File: src/rtl/data_sync_launcher.sv
// Source-side launcher for an enable-qualified bus crossing: registers one word
// per handshake onto a frozen bus and frames it with a HOLD-high / GAP-low enable.
module data_sync_launcher #(
  parameter int BUS_WIDTH   = 8,
  parameter int HOLD_CYCLES = 4,
  parameter int GAP_CYCLES  = 3,
  parameter int CNT_WIDTH   = 16
) (
  input  logic                 CLK,
  input  logic                 RST,
  input  logic [BUS_WIDTH-1:0] data_in,
  input  logic                 data_valid,
  output logic                 data_ready,
  output logic [BUS_WIDTH-1:0] unsyn_bus,
  output logic                 bus_enable,
  output logic                 busy,
  output logic                 drop_err,
  output logic [CNT_WIDTH-1:0] tx_count
);

  // 8 bits covers the full 1..255 range of both phase lengths.
  localparam int PW = 8;

  typedef enum logic [1:0] {IDLE, HOLD, GAP} state_t;

  state_t               state_q, state_d;
  logic [PW-1:0]        cnt_q, cnt_d;
  logic [BUS_WIDTH-1:0] bus_q, bus_d;
  logic                 en_q, en_d;
  logic                 drop_q, drop_d;
  logic [CNT_WIDTH-1:0] tx_q, tx_d;

  assign data_ready = (state_q == IDLE) && !RST;
  assign busy       = (state_q == HOLD) || (state_q == GAP);
  assign unsyn_bus  = bus_q;
  assign bus_enable = en_q;
  assign drop_err   = drop_q;
  assign tx_count   = tx_q;

  always_comb begin
    state_d = state_q;
    cnt_d   = cnt_q;
    bus_d   = bus_q;
    en_d    = en_q;
    drop_d  = drop_q;
    tx_d    = tx_q;
    case (state_q)
      IDLE: begin
        if (data_valid) begin
          bus_d   = data_in;
          en_d    = 1'b1;
          tx_d    = tx_q + CNT_WIDTH'(1);
          cnt_d   = PW'(1);
          state_d = HOLD;
        end
      end
      HOLD: begin
        if (cnt_q == PW'(HOLD_CYCLES)) begin
          en_d    = 1'b0;
          cnt_d   = PW'(1);
          state_d = GAP;
        end else begin
          cnt_d = cnt_q + PW'(1);
        end
      end
      GAP: begin
        if (cnt_q == PW'(GAP_CYCLES)) state_d = IDLE;
        else                          cnt_d   = cnt_q + PW'(1);
      end
      default: state_d = IDLE;
    endcase
    // A word offered while the bus is frozen is dropped; remember it until reset.
    if (data_valid && (state_q != IDLE)) drop_d = 1'b1;
  end

  always_ff @(posedge CLK) begin
    if (RST) begin
      state_q <= IDLE;
      cnt_q   <= '0;
      bus_q   <= '0;
      en_q    <= 1'b0;
      drop_q  <= 1'b0;
      tx_q    <= '0;
    end else begin
      state_q <= state_d;
      cnt_q   <= cnt_d;
      bus_q   <= bus_d;
      en_q    <= en_d;
      drop_q  <= drop_d;
      tx_q    <= tx_d;
    end
  end

endmodule

File: config.mk
export PLATFORM = sky130hd
export DESIGN_NAME = data_sync_launcher
export DESIGN_NICKNAME = d
export VERILOG_FILES = /design/src/rtl/data_sync_launcher.sv
export SDC_FILE = /design/constraint.sdc
export NUM_CORES = 1
export LEC_CHECK = 0
export BUFFER_PORTS_ARGS = -buffer_cell sky130_fd_sc_hd__buf_2
export CORE_ASPECT_RATIO = 1.25
export CORE_UTILIZATION = 50
export CTS_CLUSTER_DIAMETER = 80
export DETAILED_ROUTE_END_ITERATION = 12
export GPL_TIMING_DRIVEN = 0
export PLACE_DENSITY = 0.71
export SYNTH_ARGS = -nofsm -noshare
export SYNTH_HDL_FRONTEND = slang
export SYNTH_SLANG_ARGS = --single-unit
File: constraint.sdc
create_clock -name CLK -period 3.6 [get_ports CLK]
set_input_delay 0.18 -clock CLK [delete_from_list [all_inputs] [get_ports CLK]]
set_output_delay 0.18 -clock CLK [all_outputs]
set_load 0.05 [all_outputs]
==> results by group <==
Global routing
  – Total routing resource utilization after global routing: 22.1%
  – Antenna violations before repair: 0
  – Largest net degree at the start of global routing: 13
  – Global-route congestion overflow total: 0
  – Wire length of the first global-routing pass: 6.63 mm
  – Vias in the first global route: 1,489

Final layout
  – Count of antenna diodes in the layout: 0
  – Final cell count without fillers: 296
  – Fill cell count: 301
  – Area Overhead vs Synth: 19.7%
  – Share of layout cells above drive strength 1: 20.8%
  – Net count, final: 275
  – Multi-input gate area: 977 um^2
  – Storage cell area: 721 um^2

Die
  – Area enclosed by the die boundary: 0.00378 mm^2
  – Initial core utilization: 53.9%
  – Io pins: 39
  – Placeable core area: 0.00328 mm^2
  – Row count: 23
  – Vertical die dimension: 68.5 um
  – Horizontal extent of the die: 55.2 um

Synthesis
  – Count of cell types in the netlist: 40
  – Asr flop ratio synth: 0%
  – Mean area per synthesized cell: 8.31 um^2
  – Post-Synthesis Cell Area: 0.00177 mm^2
  – Synth Flop Type: dfxtp_1
  – Nets in the synthesized netlist: 230
  – Number of flops mapped to enable cells by yosys: 0
  – Seq cells post-synth: 36
  – Sequential cell area fraction in the yosys report: 40.7%
  – Post-synthesis instance total: 213
  – Synth warn: 0

STA
  – Number of failing hold endpoints at the final stage: 0
  – Final max-slew violation count: 0
  – Slew margin rel.: 55.4%
  – Final number of setup-violating endpoints: 0
  – Slew at the pin closest to its max-slew limit: 0.666 ns
  – Final critical delay including setup and external delays: 2.01 ns
  – Max Clock Freq: 497 MHz
  – Largest clock skew in the final design: 0.0132 ns
  – Final setup margin: 1.59 ns
  – Final worst path period share: 55.9%
  – RSZ-0062 raised after global routing: false
  – Setup TNS: 0 ns

CTS
  – Clk sinks: 36
  – CTS tree: built
  – Clock-pin slew reported for the worst setup and hold paths after clock tree synthesis: 0.07 ns
  – Buffer type at the clock tree root: clkbuf_8
  – Number of levels in the clock H-tree: 2
  – Number of CTS-inserted buffers: 5
  – Clock insertion delay at the later pin of the skew report: 0.29 ns
  – Cts hold-fix bufs: 0
  – Cells resized by post-CTS repair: 0
  – Buffer depth of the longest clock path: 2
  – Setup bufs post-CTS: 0

Flow run
  – # Max-Cap Violations: 0

Worst setup path
  – Cell type of the slowest stage on the worst timing path: o41ai_1
  – Launching instance or port of the critical path: state_q[0]
  – Worst Setup End Kind: flop
  – Ordered list of cells on the worst path: inv_1, ha_1, nor2b_2, or2_0, clkbuf_1, o41ai_1, a211oi_1
  – Worst setup path class: reg2reg
  – Slowest Stage Delay on Critical Path: 0.38 ns
  – Startpoint of the most critical register-to-register path: state_q[0]
  – Crit path buf inv count: 2
  – Data required time of the worst path: 3.75 ns
  – Element type at the critical path start: flop
  – CP arrival: 2.16 ns
  – CP Max Fanout: 8
  – Worst path top cell family by delay: compound AO/OA/AOI/OAI gates

Drt
  – Ratio of routed vias to standard cells: 5.54
  – Detailed-routing iteration count for the pre-antenna-repair pass: 4
  – Detailed Route WL: 3.87 mm
  – Average wire per cell in the routed design: 13.1 um
  – Vias after detailed routing: 1,639
  – Count of nets left with antenna violations after detail routing: 0
  – Number of DRC markers after the initial detailed-route iteration: 114
  – Final routed DRC violation total: 0

Pwr
  – PD cells: 439 mW/mm^2
  – Total leakage power: 0.000863 uW
  – Maximum vdd ir drop: 0.519 mV

Place
  – Buffers on Ports: 38
  – Dpl hpwl: 2.77 mm
  – Number of instances in the placed design: 288
  – RD Place Congestion: 0.792
  – Worst slack after detailed placement: 1.64 ns

Min path
  – Startpoint of the worst hold path: data_in[1]
  – Worst hold path class: in2reg

Run status
  – Run status: finished, final reports clean
==> flip-flops by register name, indices dropped and copies added, names as in the netlist <==
register    count
tx_count       16
state_q         2
unsyn_bus       8
bus_enable      1
cnt_q           8
drop_err        1
==> cell families (layout without fill, tap and decap cells) <==
logic type	Yosys count	after routing	synth area share, %
AND/OR/NAND/NOR	98	98	30.6
AO/OA/AOI/OAI	44	44	14.9
flip-flops	36	36	40.7
buffers and inverters	18	64	4.03
XOR/XNOR	11	11	5.45
adder cells (fa/ha/maj)	6	6	4.24
==> through the flow <==
step	total power, uW	instance area (um^2)	util [%]	hold slack [ns]
global route	967	2120	64.5	0.121
global placement	584	2010	61.1	0.422
finish	930	2120	64.5	0.128
detailed placement	585	2010	61.1	0.426
floorplan	548	1770	-	0.316
CTS	936	2120	64.5	0.127
==> worst paths after layout <==
path                            slack, ns           end  cells past startpoint
worst max-delay path                 1.59      cnt_q[7]                      7
worst min-delay path                 0.13  unsyn_bus[1]                      3
worst max register to register       1.59      cnt_q[7]                      7
worst min register to register       0.46  unsyn_bus[5]                      2
==> power breakdown <==
| part | internal [uW] | switching [uW] |
|---|---|---|
| Clock | 205 | 148 |
| Combinational | 44.4 | 110 |
| Sequential | 412 | 11.0 |
| Total | 661 | 269 |
==> worst register-to-register path: cells and delay by family (launching register included) <==
family	cells	cell delay (ns)
AOI/OAI and AO/OA	2	0.49
adders and majority gates	1	0.30
buffers and inverters	2	0.27
DFF	1	0.36
and+or+nand+nor	2	0.46
==> metal layers <==
metal | global-route usage, % | wire length, um | part of all wire [%]
met5 | 0 | 0 | 0
met4 | 7.50 | 50 | 1.3
met3 | 4.85 | 146 | 3.8
met2 | 38.1 | 1800 | 46
met1 | 27.6 | 1870 | 48
==> cell usage in the layout (no fill, tap or decap), types with 2 or more instances in the layout <==
cell type and n:
buf_2 41, dfxtp_1 36, nand2_1 26, a21oi_1 24, nor2_1 17, nand3_1 9, nand4_1 9, clkbuf_1 8
inv_1 7, nor3_1 7, xor2_1 7, o31ai_1 6, ha_1 6, and2_1 5, o21ai_0 5, clkbuf_8 5
xnor2_1 4, nor2b_1 3, and3_1 3, or4_1 3, or3_1 3, a211oi_1 2, and4_1 2
==> cells in the mapped netlist (2+ instances only) <==
cell type / number / area share (%)
a211oi_1: 2 / 0.85
a21oi_1: 24 / 6.8
and2_1: 5 / 1.8
and3_1: 3 / 1.1
and4_1: 2 / 0.99
buf_2: 3 / 0.85
clkbuf_1: 8 / 1.7
dfxtp_1: 36 / 41
ha_1: 6 / 4.2
inv_1: 7 / 1.5
nand2_1: 26 / 5.5
nand3_1: 9 / 2.5
nand4_1: 9 / 3.2
nor2_1: 17 / 3.6
nor2b_1: 3 / 1.1
nor3_1: 7 / 2.0
o21ai_0: 5 / 1.4
o31ai_1: 6 / 2.5
or3_1: 3 / 1.1
or4_1: 3 / 1.3
xnor2_1: 4 / 2.0
xor2_1: 7 / 3.5
==> area by class of cell <==
cell class	instances	share of cell area (%)
Buffer	11	2.13
Sequential cell	36	34.0
Timing Repair Buffer	38	8.98
Tap cell	37	2.19
Clock buffer	5	3.25
Inverter	7	1.24
Multi-Input combinational cell	159	46.2
Clock inverter	3	2.01
(Power assumes the default switching activity.)
